--- src/rtl/note_tone_generator_pkg.sv ---
// Shared types and constants for the note tone generator: FSM states,
// note-code limits and the half-period table (1 MHz clock cycles).
package note_tone_generator_pkg;

  typedef enum logic [1:0] {
    IDLE    = 2'd0,
    PLAY    = 2'd1,
    RELEASE = 2'd2
  } toneState_t;

  localparam logic [4:0] NOTE_REST = 5'd0;
  localparam logic [4:0] NOTE_MAX  = 5'd21;

  localparam int HALF_C4 = 1911, HALF_D4 = 1703, HALF_E4 = 1517, HALF_F4 = 1432;
  localparam int HALF_G4 = 1276, HALF_A4 = 1136, HALF_B4 = 1012;
  localparam int HALF_C5 = 956,  HALF_D5 = 851,  HALF_E5 = 758,  HALF_F5 = 716;
  localparam int HALF_G5 = 638,  HALF_A5 = 568,  HALF_B5 = 506;
  localparam int HALF_C6 = 478,  HALF_D6 = 426,  HALF_E6 = 379,  HALF_F6 = 358;
  localparam int HALF_G6 = 319,  HALF_A6 = 284,  HALF_B6 = 253;

  function automatic logic noteValid(input logic [4:0] note);
    return (note != NOTE_REST) && (note <= NOTE_MAX);
  endfunction

endpackage

--- src/rtl/note_period_rom.sv ---
// Combinational note-code to half-period lookup; rests and invalid codes give 0.
module note_period_rom
  import note_tone_generator_pkg::*;
#(
  parameter int DIV_W = 11
) (
  input  logic [4:0]       note,
  output logic [DIV_W-1:0] halfPeriod
);

  always_comb begin
    halfPeriod = '0;
    case (note)
      5'd1:  halfPeriod = DIV_W'(HALF_C4);
      5'd2:  halfPeriod = DIV_W'(HALF_D4);
      5'd3:  halfPeriod = DIV_W'(HALF_E4);
      5'd4:  halfPeriod = DIV_W'(HALF_F4);
      5'd5:  halfPeriod = DIV_W'(HALF_G4);
      5'd6:  halfPeriod = DIV_W'(HALF_A4);
      5'd7:  halfPeriod = DIV_W'(HALF_B4);
      5'd8:  halfPeriod = DIV_W'(HALF_C5);
      5'd9:  halfPeriod = DIV_W'(HALF_D5);
      5'd10: halfPeriod = DIV_W'(HALF_E5);
      5'd11: halfPeriod = DIV_W'(HALF_F5);
      5'd12: halfPeriod = DIV_W'(HALF_G5);
      5'd13: halfPeriod = DIV_W'(HALF_A5);
      5'd14: halfPeriod = DIV_W'(HALF_B5);
      5'd15: halfPeriod = DIV_W'(HALF_C6);
      5'd16: halfPeriod = DIV_W'(HALF_D6);
      5'd17: halfPeriod = DIV_W'(HALF_E6);
      5'd18: halfPeriod = DIV_W'(HALF_F6);
      5'd19: halfPeriod = DIV_W'(HALF_G6);
      5'd20: halfPeriod = DIV_W'(HALF_A6);
      5'd21: halfPeriod = DIV_W'(HALF_B6);
      default: halfPeriod = '0;
    endcase
  end

endmodule

--- src/rtl/note_tone_generator.sv ---
// Square-wave piezo driver: plays the requested note, switching notes only at
// period boundaries. Define TONE_VOLUME_EN to add the iVolume duty-select port.
module note_tone_generator
  import note_tone_generator_pkg::*;
#(
  parameter int DIV_W = 11
) (
  input  logic       iClk,
  input  logic       iReset_n,
  input  logic       iRing,
  input  logic [4:0] iNote,
`ifdef TONE_VOLUME_EN
  input  logic [1:0] iVolume,
`endif
  output logic       oBuzzer,
  output logic       oBusy,
  output logic [4:0] oNote
);

  // The low phase can reach 2*half when the duty is reduced, so it needs a spare bit.
`ifdef TONE_VOLUME_EN
  localparam int CNT_W = DIV_W + 1;
`else
  localparam int CNT_W = DIV_W;
`endif

  toneState_t       state, stateNext;
  logic [CNT_W-1:0] cnt, cntNext, hiLen, loLen, phaseLen;
  logic [DIV_W-1:0] halfQ, halfNext, halfIn;
  logic             buzzNext;
  logic [4:0]       noteNext;
  logic             load, phaseEnd, boundary;

  note_period_rom #(.DIV_W(DIV_W)) uRom (.note(iNote), .halfPeriod(halfIn));

`ifdef TONE_VOLUME_EN
  logic [1:0]       volQ, volNext;
  logic [CNT_W-1:0] quarter;
  assign quarter = CNT_W'(halfQ >> 2);
  assign hiLen   = quarter * (CNT_W'(volQ) + CNT_W'(1));
  assign loLen   = {halfQ, 1'b0} - hiLen;
`else
  assign hiLen = CNT_W'(halfQ);
  assign loLen = CNT_W'(halfQ);
`endif

  assign phaseLen = oBuzzer ? hiLen : loLen;
  assign phaseEnd = (cnt == phaseLen - CNT_W'(1));
  assign boundary = (state != IDLE) && phaseEnd && !oBuzzer;
  assign load     = iRing && noteValid(iNote);
  assign oBusy    = (state != IDLE);

  always_comb begin
    stateNext = state;
    cntNext   = cnt;
    buzzNext  = oBuzzer;
    noteNext  = oNote;
    halfNext  = halfQ;
`ifdef TONE_VOLUME_EN
    volNext   = volQ;
`endif
    if (state == IDLE || boundary) begin
      // Note start, note change, rest and release all resolve here only.
      if (load) begin
        stateNext = PLAY;
        cntNext   = '0;
        buzzNext  = 1'b1;
        noteNext  = iNote;
        halfNext  = halfIn;
`ifdef TONE_VOLUME_EN
        volNext   = iVolume;
`endif
      end else begin
        stateNext = IDLE;
        cntNext   = '0;
        buzzNext  = 1'b0;
        noteNext  = NOTE_REST;
        halfNext  = '0;
      end
    end else begin
      stateNext = iRing ? PLAY : RELEASE;
      if (phaseEnd) begin
        cntNext  = '0;
        buzzNext = 1'b0;
      end else begin
        cntNext  = cnt + CNT_W'(1);
      end
    end
  end

  always_ff @(posedge iClk) begin
    if (!iReset_n) begin
      state   <= IDLE;
      cnt     <= '0;
      oBuzzer <= 1'b0;
      oNote   <= NOTE_REST;
      halfQ   <= '0;
`ifdef TONE_VOLUME_EN
      volQ    <= '0;
`endif
    end else begin
      state   <= stateNext;
      cnt     <= cntNext;
      oBuzzer <= buzzNext;
      oNote   <= noteNext;
      halfQ   <= halfNext;
`ifdef TONE_VOLUME_EN
      volQ    <= volNext;
`endif
    end
  end

endmodule

--- config.mk ---
export PLATFORM = sky130hd
export DESIGN_NAME = note_tone_generator
export DESIGN_NICKNAME = d
export VERILOG_FILES = /design/src/rtl/note_tone_generator_pkg.sv /design/src/rtl/note_period_rom.sv /design/src/rtl/note_tone_generator.sv
export SDC_FILE = /design/constraint.sdc
export NUM_CORES = 1
export LEC_CHECK = 0
export ABC_AREA = 1
export ABC_CLOCK_PERIOD_IN_PS = 4200
export CAP_MARGIN = 5
export CELL_PAD_IN_SITES_DETAIL_PLACEMENT = 1
export CELL_PAD_IN_SITES_GLOBAL_PLACEMENT = 2
export CORE_ASPECT_RATIO = 1.4
export CORE_MARGIN = 8
export CORE_UTILIZATION = 36
export CTS_BUF_LIST = sky130_fd_sc_hd__clkbuf_4
export CTS_CLUSTER_SIZE = 40
export DETAILED_ROUTE_END_ITERATION = 8
export HOLD_SLACK_MARGIN = 0.03
export PLACE_DENSITY_LB_ADDON = 0.1
export SETUP_SLACK_MARGIN = 0.3
export SLEW_MARGIN = 0
export SYNTH_ARGS = -nofsm -noshare
export SYNTH_HDL_FRONTEND = slang
export SYNTH_SLANG_ARGS = --single-unit
export TNS_END_PERCENT = 100
--- constraint.sdc ---
create_clock -name iClk -period 4.2 [get_ports iClk]
set_clock_uncertainty 0.1 [all_clocks]
set_input_delay 0.42 -clock iClk [delete_from_list [all_inputs] [get_ports iClk]]
set_output_delay 0.42 -clock iClk [all_outputs]
set_load 0.1 [all_outputs]
== Word-level counts from Yosys, hierarchy flattened ==
Memories as Yosys holds them, arrays and structs flattened.
Index checks and enable logic that the tools add are counted.

* Register bits: 30
* ROM bits: 352
* Input bits: 8
* Output and inout port bits: 7
* Memories: 1

{| class="wikitable"
|+ Memories
! name !! depth !! width !! read ports !! clocked after memory_dff !! wr ports !! RTL line !! source
|-
| (no name shown) || 32 || 11 || 1 || 0 || 0 || note_period_rom.sv:13 || <nowiki>case (note)</nowiki>
|}

* Add/subtract/negate cells: 2
* Order comparisons: 1
* Equal/unequal tests: 1
* Muxes and demuxes: 8
* Bitwise operators: 1
* Reductions and logical operators: 11

{| class="wikitable"
|+ Operator list
! operator !! number
|-
| 11-bit by 1-bit adder with 11-bit output, second input constant || 1
|-
| 11-bit == test || 1
|-
| 11-bit 2-to-1 mux || 1
|-
| 11-bit by 1-bit subtractor with 11-bit output, second input constant || 1
|-
| 5-bit <= comparator, second input constant || 1
|-
| 5-bit 2-to-1 mux || 1
|-
| 5-bit nonzero test || 1
|-
| 1-bit logical AND || 4
|-
| 1-bit 2-to-1 mux || 4
|-
| 2-bit 2-to-1 mux || 2
|-
| 2-bit nonzero test || 2
|-
| 3-bit OR reduction || 1
|-
| 2-bit logical NOT || 1
|-
| 1-bit logical NOT || 1
|-
| 1-bit logical OR || 1
|-
| 1-bit NOT || 1
|}

== Logic depth before layout (Yosys ltp) ==
Gate-level depths: netlist of the first run.

* Depth after elaboration: 6
* Gate-level depth with buffers: 16

== By module ==
Synthesis of the first run repeated with hierarchy kept, for this count alone.

* Cell total of the unflattened synthesis: 366
* Area total of the unflattened synthesis: 2249.7 sq um

{| class="wikitable"
|+ Modules (own cells, without submodules)
! module !! instances !! cells each !! area each (sq um) !! sequential area each (sq um)
|-
| note_tone_generator || 1 || 281 || 1780.5 || 600.6
|-
| note_period_rom || 1 || 85 || 469.2 || 0.0
|}

== Least setup slack after synthesis of the first run ==
No wires, ideal clock.

* Path kind: register -> register
* Start: reg state[1]
* End: reg oNote[3]
* Arrival time: 2112 ps
* Data required time: 3983 ps
* Slack: 1871 ps
* Cell stages (with the launch flop): 7
* Buffers on the path: 2
* Clock period less this slack: 2329 ps
* Cells stage by stage: dfxtp_1 > or2_2 > clkbuf_1 > nand2_2 > clkbuf_1 > nand4_1 > nand2_1

* Cells in the longest elaborated chain, start to end: 4

{| class="wikitable"
|+ RTL lines
! element !! RTL line !! source
|-
| start, declared || note_tone_generator.sv:27 || <nowiki>toneState_t state, stateNext;</nowiki>
|-
| start signal, assigned || note_tone_generator.sv:102 || <nowiki>state <= stateNext;</nowiki>
|-
| 2-bit nonzero test || n/a ||
|-
| net oBusy || note_tone_generator.sv:16 || <nowiki>output logic oBusy,</nowiki>
|-
| 1-bit logical AND (2 in a row) || note_tone_generator.sv:49 || <nowiki>assign boundary = (state != IDLE) && phaseEnd && !oBuzzer;</nowiki>
|-
| 1-bit logical OR || note_tone_generator.sv:62 || <nowiki>if (state == IDLE || boundary) begin</nowiki>
|-
| end signal, assigned || note_tone_generator.sv:105 || <nowiki>oNote <= noteNext;</nowiki>
|-
| end, declared || note_tone_generator.sv:17 || <nowiki>output logic [4:0] oNote</nowiki>
|}

The timed path passes the listed nets, and every way through them passes these cells.
A chain may end at the register's enable or synchronous reset.

== Worst setup path in the final report of the first run ==
* Start: in iNote[2]
* End: reg oBuzzer

* Cells in the longest elaborated chain, start to end: 5

{| class="wikitable"
|+ RTL lines
! element !! RTL line !! source
|-
| start, declared || note_tone_generator.sv:11 || <nowiki>input logic [4:0] iNote,</nowiki>
|-
| 5-bit <= comparator / 5-bit nonzero test (equally long branches) || note_tone_generator_pkg.sv:22 || <nowiki>return (note != NOTE_REST) && (note <= NOTE_MAX);</nowiki>
|-
| 1-bit logical AND * || note_tone_generator_pkg.sv:22 ||
|-
| 1-bit logical AND * || note_tone_generator.sv:50 || <nowiki>assign load = iRing && noteValid(iNote);</nowiki>
|-
| 1-bit 2-to-1 mux * || note_tone_generator.sv:64 || <nowiki>if (load) begin</nowiki>
|-
| 1-bit 2-to-1 mux * || note_tone_generator.sv:62 ||
|-
| end signal, assigned || note_tone_generator.sv:104 || <nowiki>oBuzzer <= buzzNext;</nowiki>
|-
| end, declared || note_tone_generator.sv:15 || <nowiki>output logic oBuzzer,</nowiki>
|}

Every way passes the cells marked *; elsewhere a longest branch is shown, timed or not.

==> results of run 1 <==
[layer usage]
metal / global-route usage / share of wire / up-vias
li1: - / - / 1124
met1: 0.148 / 0.38 / 1025
met2: 0.288 / 0.56 / 31
met3: 0.0249 / 0.018 / 15
met4: 0.0743 / 0.036 / 0
met5: 0 / 0 / -
[stage by stage]
step | std cells | util | power [mW] | hold WS [ns] | setup slack (ns)
finish | 425 | 0.421 | 0.791 | 0.372 | 1.51
floorplan | 344 | - | 0.459 | 0.341 | 1.87
global placement | 417 | 0.404 | 0.507 | 0.356 | 1.29
detailed placement | 417 | 0.404 | 0.508 | 0.362 | 1.19
global route | 425 | 0.421 | 0.843 | 0.410 | 1.26
CTS | 425 | 0.421 | 0.805 | 0.376 | 1.55
[layout make-up]
class                   count  share of cell area
well taps                  70              0.0355
clock buffers               5              0.0152
repair buffers             15              0.0598
flip-flops and latches     30               0.243
multi-input cells         260               0.556
clock inverters             3              0.0259
inverters                  42              0.0639
[final timing paths]
check                          end                   from  slack (ns)  cells past startpoint
max           oBuzzer$_SDFFE_PN0P_               iNote[2]        1.51                     11
min          oNote[0]$_SDFFE_PN0P_  oNote[0]$_SDFFE_PN0P_        0.37                      2
max reg2reg  oNote[4]$_SDFFE_PN0P_  halfQ[0]$_SDFFE_PN0P_        1.87                     14
min reg2reg  oNote[0]$_SDFFE_PN0P_  oNote[0]$_SDFFE_PN0P_        0.37                      2
[registers in the layout, indices dropped and copies added, names as in the netlist]
signal,cells
cnt,11
halfQ,11
oBuzzer,1
oNote,5
state,2
[cells in the final DEF (no fill, tap or decap), types with 2 or more instances in the layout]
master | netlist | routed
nand4_1 | 16 | 16
nand3_2 | 8 | 8
o221ai_1 | 2 | 2
nor3_1 | 3 | 3
nor3b_1 | 4 | 4
bufinv_16 | 0 | 2
clkbuf_4 | 0 | 5
nand2_4 | 2 | 2
nor2_1 | 63 | 63
nand2_1 | 85 | 85
dfxtp_1 | 30 | 30
xnor2_1 | 2 | 2
nor2_2 | 2 | 2
nand2_2 | 2 | 2
o22ai_1 | 3 | 3
xor2_1 | 9 | 9
clkdlybuf4s50_1 | 0 | 14
clkinv_1 | 1 | 2
o211ai_1 | 2 | 2
inv_1 | 40 | 40
nand3_1 | 26 | 26
a32oi_1 | 2 | 2
nand3b_1 | 2 | 2
ha_1 | 11 | 11
o21ai_0 | 4 | 4
a21oi_1 | 5 | 5
[power groups by stage]
stage	sequential (mW)	clock (mW)	combinational, mW
detailed placement	0.310	0	0.198
floorplan	0.328	0	0.131
CTS	0.304	0.302	0.199
global route	0.305	0.318	0.220
finish	0.303	0.291	0.196
global placement	0.310	0	0.197
[worst min-delay path: stages, from the launching register on]
cell and delay [ns]:
dfxtp_1 0.32, nand3_1 0.07, nand2_1 0.04
[kinds of logic (layout without fill, tap and decap cells)]
logic type / after synthesis / in the layout
AND/OR/NAND/NOR: 216 / 216
adder cells (fa/ha/maj): 11 / 11
XOR/XNOR: 11 / 11
flip-flops: 30 / 30
AO/OA/AOI/OAI: 22 / 22
buffers and inverters: 54 / 65
==> flow_summary.ini, run 1 <==
[global_route]
grt_pass1_wl_um = 10500
grt_pass1_vias = 2244
grt_max_degree = 22
grt.total_usage = 0.151
grt_overflow = 0
antenna_found_initial = 0

[detailed_routing]
ant_nets = 0
drc = 0
drt_iter0_drc = 31
vias = 2195
routed_via_density = 5.16
drt_first_pass_iters = 4
wl_per_cell_um = 14.3
wl_um = 6090

[clock_tree]
cts_buffer_depth = 2
postCtsSetupRepairBufs = 0
cts_made_buffers = 5
cts_tree = built
htreeDepth = 2
clockRootBuffer = clkbuf_4
ctsResizeCount = 0
clkSinkCount = 30
clkLatencyLatePin_ns = 0.34
cts.reportedPaths.clkPinSlew_ns = 0.11
hold_buffers = 0

[setup_path]
cpMostUsedCell = inv_1
path_buf_inv = 5
critPathSlowestCell = clkdlybuf4s50_1
start_kind = primary input
end_kind = flip-flop
cp_max_fo = 21
critPathKind = in -> reg
crit_family = buffers and inverters
critical-path-max-stage-delay_ns = 0.90
cp_data_required_time_ns = 4.38
cp.arrival_ns = 2.87
worstPathCellList = clkdlybuf4s50_1 -> inv_1 -> o31ai_1 -> inv_1 -> nand2_1 -> nand2_1 -> inv_1 -> nand2_1 -> inv_1 -> nand3_1 -> a21oi_1

[synthesis]
synth_most_common_cell = nand2_1
synth.area.top_cells = dfxtp_1 27%, nand2_1 15%, nor2_1 11%
synth_edf_count = 0
syn_area_um2 = 2190
synth-seq-cells = 30
synth_common_cells = 85 x nand2_1, 63 x nor2_1, 40 x inv_1
synth_top_family_by_area = simple AND/OR/NAND/NOR gates
syn_avg_cell_area_um2 = 6.38
yosysTopAreaCell = dfxtp_1
synth_cell_types = 36
yosysSeqAreaShare = 0.274
synthAdderAreaFrac = 0.0627
yosysWarnings = 0
syn-num-nets = 363
synth_ff_type = dfxtp_1
yosysTopAreaCellShare = 0.274
synth-compound-area-share = 0.0645
async_flop_share = 0
syn_inst = 344
yosys-mux-area-fraction = 0
synth-simple-area-share = 0.455
synth_xor_xnor_area_share = 0.0439

[power_and_ir_drop]
intPower_mw = 0.536
vdd_ir_drop_max_mv = 0.123
power.share.clock = 0.368
pwr-share-seq = 0.384
comb_power_share = 0.248
power.switching_mw = 0.254
cellLeakagePower_nw = 1.16
power_per_cell_area_nw_per_um2 = 321
swShare = 0.322

[sta]
max_freq_mhz = 372
rsz0062_at_grt = no
final_hold_viol_count = 0
layout_min_cycle_time_ns = 2.69
slew_viol_final = 0
maxSlewHeadroom = 0.349
fin_tns_setup_ns = 0
worst_pin_slew_ns = 0.974
finalSetupViolCount = 0
fin_crit_sh = 0.640

[flow_run]
drv_cap = 0

[finish]
nFillCells = 793
area_delta_synth_final_pct = 12.5
layout-drive-gt1-share = 0.0704
n_antenna_cell = 0
multi_input_area_um2 = 1370
post-route-cell-area_um2 = 2470
finalNetCount = 373
seq_area_um2 = 601

[floorplan]
initial_core_util = 0.374
row_count = 33
fp.coreArea_um2 = 5860
die-area_um2 = 8880
die_y_um = 108
ios = 15
die_w_um = 82.0

[place]
gp_congestion = 0.902
place_area_um2 = 2370
io_buffers = 14
hpwl_um = 5040

[run_status]
status = complete, no violations

[hold_path]
hp-class = reg -> reg
No activity file was read; power rests on OpenSTA's default activity.
==> inputs of run 2 (changes only) <==
--- a/config.mk
+++ b/config.mk
@@ -6,13 +6,13 @@
 export NUM_CORES = 1
 export LEC_CHECK = 0
 export ABC_AREA = 1
-export ABC_CLOCK_PERIOD_IN_PS = 4200
+export ABC_CLOCK_PERIOD_IN_PS = 2450
 export CAP_MARGIN = 5
 export CELL_PAD_IN_SITES_DETAIL_PLACEMENT = 1
 export CELL_PAD_IN_SITES_GLOBAL_PLACEMENT = 2
 export CORE_ASPECT_RATIO = 1.4
 export CORE_MARGIN = 8
-export CORE_UTILIZATION = 36
+export CORE_UTILIZATION = 30
 export CTS_BUF_LIST = sky130_fd_sc_hd__clkbuf_4
 export CTS_CLUSTER_SIZE = 40
 export DETAILED_ROUTE_END_ITERATION = 8
==> constraint.sdc (replaced) <==
create_clock -name iClk -period 2.45 [get_ports iClk]
set_clock_uncertainty 0.1 [all_clocks]
set_input_delay 0.245 -clock iClk [delete_from_list [all_inputs] [get_ports iClk]]
set_output_delay 0.245 -clock iClk [all_outputs]
set_load 0.1 [all_outputs]
==> run 2 against run 1 <==
Effect of this change:
- clock power increased by 4%
- total power increased by 55%
- sequential share of layout area decreased by 2.1 points
- routed wire length increased by 12%
==> flow_summary.ini, run 2 (synthesized netlist as in run 1, its figures left out) <==
[run_status]
status = complete, no violations

[sta]
slew_viol_final = 0
fin_ws_ns = 0.441
max_freq_mhz = 498
fin_tns_setup_ns = 0
final_hold_viol_count = 0
layout_min_cycle_time_ns = 2.01
fin_crit_sh = 0.820
maxSlewHeadroom = 0.683
rsz0062_at_grt = yes
worst_pin_slew_ns = 0.473
finalSetupViolCount = 0

[setup_path]
worstPathCellList = inv_4 -> ha_4 -> inv_2 -> nand2_1 -> nand2_1 -> nor2_1 -> nand2_1 -> nor2_2 -> nand3_2 -> nor2_2 -> nand3_2 -> nand2_4 -> nand2_8 -> nand3_1 -> nand2_1
path_buf_inv = 2
r2r-start = halfQ[0]$_SDFFE_PN0P_
crit_family = simple AND/OR/NAND/NOR gates
r2r_slack_ns = 0.44
critPathSlowestCell = dfxtp_4
cp_max_fo = 17
critPathKind = reg -> reg
cp_data_required_time_ns = 2.59
rr_endpoint = halfQ[3]$_SDFFE_PN0P_
start_kind = flip-flop
crit_start = halfQ[0]$_SDFFE_PN0P_
critical-path-max-stage-delay_ns = 0.37
end_kind = flip-flop
cp-endpoint = halfQ[3]$_SDFFE_PN0P_
cpMostUsedCell = nand2_1
cp.depth = 15
r2r_cells = 15
cp.arrival_ns = 2.15

[place]
io_buffers = 14
gp_congestion = 0.893
place_ws_ns = 0.0414
hpwl_um = 5520
dp_cells = 463

[power_and_ir_drop]
swShare = 0.386
cellLeakagePower_nw = 1.28
power.switching_mw = 0.473
finalPower_mw = 1.22
intPower_mw = 0.751
power.share.clock = 0.249
comb_power_share = 0.327
power_per_cell_area_nw_per_um2 = 450
pwr-share-seq = 0.424
vdd_ir_drop_max_mv = 0.195

[detailed_routing]
drt_iter0_drc = 63
vias = 2312
drt_first_pass_iters = 4
ant_nets = 0
routed_via_density = 4.84
wl_per_cell_um = 14.3
wl_um = 6850
drc = 0

[finish]
finalNetCount = 398
layout-drive-gt1-share = 0.189
final_cells = 478
area_delta_synth_final_pct = 24.0
nFillCells = 989
reg_top3 = cnt: 11 flops, halfQ: 11 flops, oNote: 5 flops
final_common_cell = nand2_1
final_cell_mix = 84 x nand2_1, 59 x nor2_1, 38 x inv_1, 30 x buf_4, 28 x dfxtp_1

[clock_tree]
htreeDepth = 2
hold_buffers = 0
clkSinkCount = 30
cts.reportedPaths.clkPinSlew_ns = 0.09
cts_tree = built
clkLatencyLatePin_ns = 0.36
cts_made_buffers = 5
clockRootBuffer = clkbuf_4
cts_buffer_depth = 2

[global_route]
grt_pass1_vias = 2468
grt_max_degree = 32
grt_overflow = 0
grt_pass1_wl_um = 11700
antenna_found_initial = 1
grt.total_usage = 0.149

[floorplan]
die-area_um2 = 10300
row_count = 37
die_y_um = 117
fp.coreArea_um2 = 7220
die_w_um = 88.3
initial_core_util = 0.304
ios = 15

[hold_path]
hp-class = reg -> reg
holdCritStartpoint = oNote[3]$_SDFFE_PN0P_

[flow_run]
drv_cap = 0
[run 2: changes by cell type in the layout (fill, tap and decap cells not counted), moves of 3 or more]
| cell | previous run | this run |
|---|---|---|
| nand3_1 | 26 | 22 |
| nor2_1 | 63 | 59 |
| nand3_2 | 8 | 11 |
| buf_4 | 1 | 30 |
| clkdlybuf4s50_1 | 14 | 7 |
| nor2_2 | 2 | 6 |
[run 2: layout make-up]
| class | instances | area, µm² | share of cell area |
|---|---|---|---|
| Sequential cell | 30 | 606 | 0.223 |
| Clock inverter | 3 | 16.3 | 0.00598 |
| Inverter | 42 | 160 | 0.0589 |
| Timing Repair Buffer | 40 | 338 | 0.124 |
| Multi-Input combinational cell | 260 | 1440 | 0.529 |
| Tap cell | 97 | 121 | 0.0446 |
| Clock buffer | 5 | 37.5 | 0.0138 |
| Antenna cell | 1 | 2.50 | 0.000920 |
[run 2: how the worst min path moves through the flow]
stage / endpoint / slack, ns / cells past startpoint
after floorplan: state[1]$_SDFF_PP0_ / 0.22 / 1
after global placement: oNote[1]$_SDFFE_PN0P_ / 0.36 / 2
after detailed placement: oNote[0]$_SDFFE_PN0P_ / 0.36 / 2
after CTS: oNote[0]$_SDFFE_PN0P_ / 0.38 / 2
after global routing: oNote[3]$_SDFFE_PN0P_ / 0.39 / 2
final: oNote[3]$_SDFFE_PN0P_ / 0.37 / 2
[run 2: worst register-to-register path, cell delays in order (launching register included)]
cell     delay (ns)
dfxtp_4        0.37
inv_4          0.04
ha_4           0.26
inv_2          0.03
nand2_1        0.04
nand2_1        0.05
nor2_1         0.08
nand2_1        0.07
nor2_2         0.11
nand3_2        0.08
nor2_2         0.09
nand3_2        0.12
nand2_4        0.17
nand2_8        0.13
nand3_1        0.11
nand2_1        0.05
[run 2: power groups by stage]
stage	sequential, mW	combinational, mW	clock, mW
2_1_floorplan	0.563	0.225	0
3_3_place_gp	0.531	0.374	0
3_5_place_dp	0.532	0.375	0
4_1_cts	0.520	0.395	0.323
5_1_grt	0.523	0.448	0.352
6_report	0.520	0.400	0.304
[run 2: metal layers]
metal,up-vias,GRT usage,part of all wire,wire length [µm]
met4,0,0.0940,0.050,340
met1,1090,0.137,0.37,2530
li1,1178,-,-,-
met5,-,0,0,0
met2,25,0.292,0.57,3890
met3,19,0.0203,0.013,90
[run 2: stage by stage]
stage | utilization | cell area, µm² | hold WS (ns)
6_report | 0.376 | 2720 | 0.371
5_1_grt | 0.376 | 2720 | 0.395
2_1_floorplan | - | 2190 | 0.217
4_1_cts | 0.370 | 2670 | 0.378
3_3_place_gp | 0.351 | 2540 | 0.355
3_5_place_dp | 0.351 | 2540 | 0.363
[run 2: timing repair]
| item | 4_1_cts | 5_1_grt |
|---|---|---|
| pin swaps | 6 | 10 |
| resized for setup | 11 | 12 |
| buffers inserted | 5 | 0 |
| endpoints found under the setup margin | 24 | 19 |
| cloned | 1 | 0 |
